`src/rtl/noise_pkg.sv`:
```
// Shared defaults and the per-channel configuration record for the noise bank.
package noise_pkg;
  localparam int LFSR_W_DEF   = 17;
  localparam int LFSR_TAP_DEF = 13;
  localparam int SEED_DEF     = 1;
  localparam int DIV_W_DEF    = 8;
  // Widest period the config record can carry; DIV_W must not exceed it.
  localparam int PERIOD_MAX_W = 16;

  typedef struct packed {
    logic [PERIOD_MAX_W-1:0] period;
  } chan_cfg_t;
endpackage

```
`src/rtl/noise_channel.sv`:
```
// One noise channel: period register, reload down-counter, sampled noise bit
// and resample tick.
module noise_channel
  import noise_pkg::*;
#(
  parameter int DIV_W          = DIV_W_DEF,
  parameter int DEFAULT_PERIOD = 0
) (
  input  logic             clk,
  input  logic             rst,
  input  logic             step_i,
  input  logic             sound_en_i,
  input  logic             wr_en_i,
  input  logic [DIV_W-1:0] wr_period_i,
  input  logic             sample_i,
  output logic             noise_o,
  output logic             tick_o
);
  localparam logic [DIV_W-1:0] PER_RST = DIV_W'(DEFAULT_PERIOD);

  logic [DIV_W-1:0] per_q, per_d;
  logic [DIV_W-1:0] cnt_q, cnt_d;
  logic             noise_q, noise_d;
  logic             reload;

  assign reload = step_i && (cnt_q == '0);

  always_comb begin
    per_d   = per_q;
    cnt_d   = cnt_q;
    noise_d = noise_q;
    if (wr_en_i) per_d = wr_period_i;
    // Reload reads per_q, so a same-cycle write lands only on the next reload.
    if (!sound_en_i) begin
      cnt_d   = per_q;
      noise_d = 1'b0;
    end else if (reload) begin
      cnt_d   = per_q;
      noise_d = sample_i;
    end else if (step_i) begin
      cnt_d = cnt_q - 1'b1;
    end
  end

  always_ff @(posedge clk) begin
    if (rst) begin
      per_q   <= PER_RST;
      cnt_q   <= PER_RST;
      noise_q <= 1'b0;
    end else begin
      per_q   <= per_d;
      cnt_q   <= cnt_d;
      noise_q <= noise_d;
    end
  end

  assign noise_o = noise_q;
  assign tick_o  = reload;
endmodule

```
`src/rtl/noise_bank.sv`:
```
// Shared Fibonacci LFSR driving NUM_CH independently clocked noise channels.
module noise_bank
  import noise_pkg::*;
#(
  parameter int LFSR_W         = LFSR_W_DEF,
  parameter int LFSR_TAP       = LFSR_TAP_DEF,
  parameter int SEED           = SEED_DEF,
  parameter int NUM_CH         = 2,
  parameter int DIV_W          = DIV_W_DEF,
  parameter int DEFAULT_PERIOD = 0
) (
  input  logic              clk,
  input  logic              rst,
  input  logic              clk_en,
  input  logic              sound_enable,
  input  logic              cfg_wr,
  input  logic [2:0]        cfg_ch,
  input  logic [DIV_W-1:0]  cfg_period,
  output logic [NUM_CH-1:0] noise_out,
  output logic [NUM_CH-1:0] noise_tick,
  output logic [LFSR_W-1:0] lfsr_state
);
  localparam logic [LFSR_W-1:0] SEED_V = LFSR_W'(SEED);

  logic [LFSR_W-1:0] lfsr_q, lfsr_d;
  logic              step;
  logic              fb;
  chan_cfg_t         wr_cfg;

  assign step = clk_en && sound_enable && !rst;
  assign fb   = lfsr_q[LFSR_W-1] ^ lfsr_q[LFSR_TAP];

  // An all-zero register would stick forever, so it is reseeded even when idle.
  always_comb begin
    lfsr_d = lfsr_q;
    if (lfsr_q == '0)  lfsr_d = SEED_V;
    else if (step)     lfsr_d = {lfsr_q[LFSR_W-2:0], fb};
  end

  always_ff @(posedge clk) begin
    if (rst) lfsr_q <= SEED_V;
    else     lfsr_q <= lfsr_d;
  end

  assign lfsr_state    = lfsr_q;
  assign wr_cfg.period = PERIOD_MAX_W'(cfg_period);

  for (genvar c = 0; c < NUM_CH; c++) begin : g_ch
    logic wr_en;
    // Out-of-range channel numbers match no instance and are dropped.
    assign wr_en = cfg_wr && !rst && (cfg_ch == 3'(c));

    noise_channel #(
      .DIV_W          (DIV_W),
      .DEFAULT_PERIOD (DEFAULT_PERIOD)
    ) u_ch (
      .clk         (clk),
      .rst         (rst),
      .step_i      (step),
      .sound_en_i  (sound_enable),
      .wr_en_i     (wr_en),
      .wr_period_i (wr_cfg.period[DIV_W-1:0]),
      .sample_i    (lfsr_q[LFSR_W-1]),
      .noise_o     (noise_out[c]),
      .tick_o      (noise_tick[c])
    );
  end
endmodule

```
`config.mk`:
```
export PLATFORM = sky130hd
export DESIGN_NAME = noise_bank
export DESIGN_NICKNAME = d
export VERILOG_FILES = /design/src/rtl/noise_pkg.sv /design/src/rtl/noise_channel.sv /design/src/rtl/noise_bank.sv
export SDC_FILE = /design/constraint.sdc
export NUM_CORES = 1
export LEC_CHECK = 0
export CAP_MARGIN = 5
export CORE_ASPECT_RATIO = 0.7
export CORE_MARGIN = 2
export CORE_UTILIZATION = 25
export DETAILED_ROUTE_END_ITERATION = 8
export GPL_ROUTABILITY_DRIVEN = 0
export PLACE_DENSITY_LB_ADDON = 0.08
export SLEW_MARGIN = 20
export SYNTH_ARGS = -nofsm -noshare
export SYNTH_HDL_FRONTEND = slang
export SYNTH_SLANG_ARGS = --single-unit
```
`constraint.sdc`:
```
create_clock -name clk -period 2.5 [get_ports clk]
set_input_delay 0.25 -clock clk [delete_from_list [all_inputs] [get_ports clk]]
set_output_delay 0.25 -clock clk [all_outputs]
set_load 0.01 [all_outputs]
```
==> impl_metrics.xml <==
<?xml version="1.0" encoding="UTF-8"?>
<metrics>
  <group name="power_and_ir_drop">
    <metric name="power.leakage" unit="nW">1.15</metric>
    <metric name="p_total" unit="W">0.00186</metric>
    <metric name="power_per_cell_area" unit="mW/mm^2">593</metric>
    <metric name="ir_drop" unit="mV">0.212</metric>
  </group>
  <group name="global_route">
    <metric name="number_of_global_route_vias_before_repair" unit="">2117</metric>
    <metric name="antenna_found_initial" unit="">0</metric>
    <metric name="total_gr_overflow" unit="">0</metric>
    <metric name="pin_count_of_the_biggest_net_entering_global_routing" unit="">25</metric>
    <metric name="grt_pass1_wl" unit="microns">11500</metric>
    <metric name="grt.total_usage" unit="%">14.2</metric>
  </group>
  <group name="yosys">
    <metric name="ys_top_cells_by_area" unit="">sky130_fd_sc_hd__dfxtp_1 42%, sky130_fd_sc_hd__nand2_1 7.1%, sky130_fd_sc_hd__mux2i_1 6.6%</metric>
    <metric name="yosys.cell_types.count" unit="">53</metric>
    <metric name="synthArstFlopShare" unit="%">0</metric>
    <metric name="syn_avg_cell_area" unit="sq um">8.47</metric>
    <metric name="post_synthesis_instance_area" unit="sq mm">0.00244</metric>
    <metric name="area_fraction_in_compound_gates_after_synthesis" unit="%">18.8</metric>
    <metric name="yosys.area_share.simple" unit="%">25.2</metric>
    <metric name="synth_top_family_by_area" unit="">simple AND/OR/NAND/NOR gates</metric>
    <metric name="ys.flop_type" unit="">sky130_fd_sc_hd__dfxtp_1</metric>
    <metric name="yosysTopAreaCell" unit="">sky130_fd_sc_hd__dfxtp_1</metric>
    <metric name="synthMuxAreaShare" unit="%">6.57</metric>
    <metric name="yosysWarnings" unit="">0</metric>
    <metric name="mappedNetlistNets" unit="">306</metric>
    <metric name="synth_top_area_share" unit="%">41.9</metric>
    <metric name="synth_seq_cells" unit="">51</metric>
    <metric name="synth_sequential_area_ratio" unit="%">41.9</metric>
    <metric name="synth_edf_count" unit="">0</metric>
    <metric name="synth_xor_xnor_area_share" unit="%">1.08</metric>
    <metric name="synth_cells" unit="">288</metric>
    <metric name="post_synthesis_share_of_cell_area_spent_on_full_adders_half_adders_and_majority_gates" unit="%">1.03</metric>
  </group>
  <group name="drt">
    <metric name="detail_route.iter0.violations" unit="">129</metric>
    <metric name="routed_wire_length_per_instance" unit="microns">15.3</metric>
    <metric name="post-route-drc-count" unit="">0</metric>
    <metric name="route.detailed.vias_per_inst" unit="">4.69</metric>
    <metric name="detail_route.wirelength" unit="microns">7010</metric>
    <metric name="number_of_routed_nets_with_antenna_violations" unit="">0</metric>
    <metric name="number_of_search_and_repair_iterations_in_the_first_detailed_routing_pass" unit="">4</metric>
    <metric name="via_count" unit="">2144</metric>
  </group>
  <group name="sta">
    <metric name="finalWorstPathRequiredPeriod" unit="ns">2.17</metric>
    <metric name="max_slew_margin" unit="%">59.3</metric>
    <metric name="max_slew.worst_pin.slew" unit="ns">0.607</metric>
    <metric name="clock.fmax" unit="MHz">460</metric>
    <metric name="final-hold-violation-count" unit="">0</metric>
    <metric name="setup_viol" unit="">0</metric>
    <metric name="fin_tns_setup" unit="ns">0</metric>
    <metric name="finalCritPeriodShare" unit="%">86.9</metric>
    <metric name="slew_violations" unit="">0</metric>
    <metric name="rsz0062_at_grt" unit="">no</metric>
    <metric name="finClkSkew" unit="ns">0.00443</metric>
  </group>
  <group name="critical_path">
    <metric name="timing.critical_path.from_type" unit="">register</metric>
    <metric name="worst_ep_arrival_time" unit="ns">1.92</metric>
    <metric name="critical_path.max_fanout" unit="">4</metric>
    <metric name="end_kind" unit="">primary output</metric>
    <metric name="category_of_the_critical_setup_timing_path" unit="">reg -&gt; out</metric>
    <metric name="cp.required" unit="ns">2.25</metric>
  </group>
  <group name="final_layout">
    <metric name="total_area_of_multi_input_combinational_cells" unit="sq mm">0.00129</metric>
    <metric name="final_layout_size_suffix_gt1_share" unit="%">10.0</metric>
    <metric name="nFillCells" unit="">1037</metric>
    <metric name="num-nets-final" unit="">346</metric>
    <metric name="layout.area.seq" unit="sq mm">0.00102</metric>
    <metric name="area.growth.synth_to_final" unit="%">28.9</metric>
    <metric name="antenna_cells" unit="">0</metric>
    <metric name="postLayoutCellArea" unit="sq mm">0.00314</metric>
    <metric name="utilization" unit="%">32.8</metric>
    <metric name="post_route_insts_no_fill" unit="">457</metric>
  </group>
  <group name="cts">
    <metric name="worstSkewPairLatency" unit="ns">0.29</metric>
    <metric name="clock_tree.buffer_depth" unit="">2</metric>
    <metric name="cts_tree" unit="">built</metric>
    <metric name="clock-root-buffer" unit="">sky130_fd_sc_hd__clkbuf_16</metric>
    <metric name="clock_tree.htree_level_count" unit="">2</metric>
    <metric name="clock_sinks" unit="">51</metric>
    <metric name="worst_setup_hold_path_clk_slew" unit="ns">0.07</metric>
    <metric name="cts-buffers-inserted" unit="">5</metric>
  </group>
  <group name="floorplan">
    <metric name="initial_utilization" unit="%">25.5</metric>
    <metric name="die_area" unit="sq mm">0.0106</metric>
    <metric name="num_rows" unit="">30</metric>
    <metric name="chipWidth" unit="microns">122</metric>
    <metric name="placeableCoreArea" unit="sq mm">0.00957</metric>
    <metric name="floorplan.io_pins" unit="">37</metric>
    <metric name="die_height" unit="microns">86.6</metric>
  </group>
  <group name="placement">
    <metric name="placed_cells_incl_taps" unit="">448</metric>
    <metric name="placed_area" unit="sq mm">0.00297</metric>
    <metric name="port_buffers" unit="">36</metric>
    <metric name="half_perimeter_wire_length_after_placement" unit="microns">5240</metric>
  </group>
  <group name="run_status">
    <metric name="outcome" unit="">complete, no violations</metric>
  </group>
  <group name="min_path">
    <metric name="min-delay-path-class" unit="">reg -&gt; reg</metric>
  </group>
  <group name="flow_run">
    <metric name="maxCapViolCount" unit="">0</metric>
  </group>
</metrics>
-- layer usage --
layer	share of wire (%)	wire length [microns]	vias to the layer above	track usage, %
met5	0	0	-	0
met4	1.1	78	0	3.76
met3	5.6	393	8	3.16
met2	39	2710	41	19.1
met1	55	3830	997	22.3
li1	-	-	1098	-
-- worst paths after layout --
path | endpoint | cells after the start | start | slack (ns)
hold reg to reg | g_ch[1].u_ch.noise_o$_SDFFE_PP0P_ | 2 | g_ch[1].u_ch.noise_o$_SDFFE_PP0P_ | 0.46
setup reg to reg | g_ch[1].u_ch.cnt_q[3]$_SDFFE_PP0P_ | 7 | g_ch[1].u_ch.cnt_q[0]$_SDFFE_PP0P_ | 0.46
setup / recovery | noise_tick[1] | 5 | g_ch[1].u_ch.cnt_q[1]$_SDFFE_PP0P_ | 0.33
hold / removal | g_ch[1].u_ch.noise_o$_SDFFE_PP0P_ | 2 | g_ch[1].u_ch.noise_o$_SDFFE_PP0P_ | 0.46
-- cell usage after synthesis (all sizes together) (3+ instances only) --
cell,instances
a21oi,25
a31oi,8
and3,4
buf,12
clkbuf,6
dfxtp,51
inv,9
mux2i,16
nand2,46
nand3,4
nand3b,5
nor2,32
nor2b,3
nor3,5
nor4,4
o211ai,3
o21ai,14
o31ai,3
or3,3
or4,5
-- cell type report --
type                    count  share of cell area [%]
clock buffers               7                    4.85
clock inverters             1                   0.239
inverters                  10                    1.19
multi-input cells         209                    41.0
flip-flops and latches     51                    32.5
well taps                 128                    5.09
repair buffers             51                    15.1
-- report_power, final --
| group | switching, W | internal, W |
|---|---|---|
| clock | 0.000308 | 0.000426 |
| combinational | 0.000148 | 0.000126 |
| sequential | 0.0000244 | 0.000831 |
| total | 0.000481 | 0.00138 |
-- logic make-up after synthesis --
logic type	Yosys count
AO/OA/AOI/OAI	68
multiplexers	16
buffers and inverters	28
AND/OR/NAND/NOR	120
adder cells (fa/ha/maj)	2
XOR/XNOR	3
flip-flops	51
-- stage by stage --
stage,worst slack (ns),hold WS (ns)
2_1_floorplan,0.734,0.394
3_3_place_gp,0.262,0.455
3_5_place_dp,0.221,0.457
4_1_cts,0.00662,0.467
5_1_grt,0.183,0.499
6_report,0.328,0.465
-- worst max-delay path: stages (launching register included) --
cell and delay [ns]:
sky130_fd_sc_hd__dfxtp_1 0.32, sky130_fd_sc_hd__inv_1 0.07, sky130_fd_sc_hd__ha_1 0.19, sky130_fd_sc_hd__nor4b_4 0.22, sky130_fd_sc_hd__and3_1 0.27, sky130_fd_sc_hd__clkdlybuf4s50_1 0.56
-- repair_timing --
action                                  4_1_cts  5_1_grt
resized for setup                             1        1
hold buffers                                  0        0
setup buffers                                 0        1
endpoints found under the setup margin        1        1
endpoints found under the hold margin         0        0
-- flip-flops by register name, indices dropped and copies added (netlist names) --
| register | flops |
|---|---|
| lfsr_state | 17 |
| g_ch.u_ch.cnt_q | 16 |
| g_ch.u_ch.per_q | 16 |
| g_ch.u_ch.noise_o | 2 |
-- cells in the final DEF (no fill, tap or decap), drive strengths merged, types with 4 or more instances in the layout --
master,n
mux2i,16
o21ai,14
nor4,4
clkbuf,7
and3,4
a31oi,8
nor2,32
nand3b,5
nand3,4
nor3,5
inv,9
nand2,46
a21oi,25
dfxtp,51
clkdlybuf4s50,35
or4,5
buf,15
Note: power is estimated with default switching activity, not from simulation.
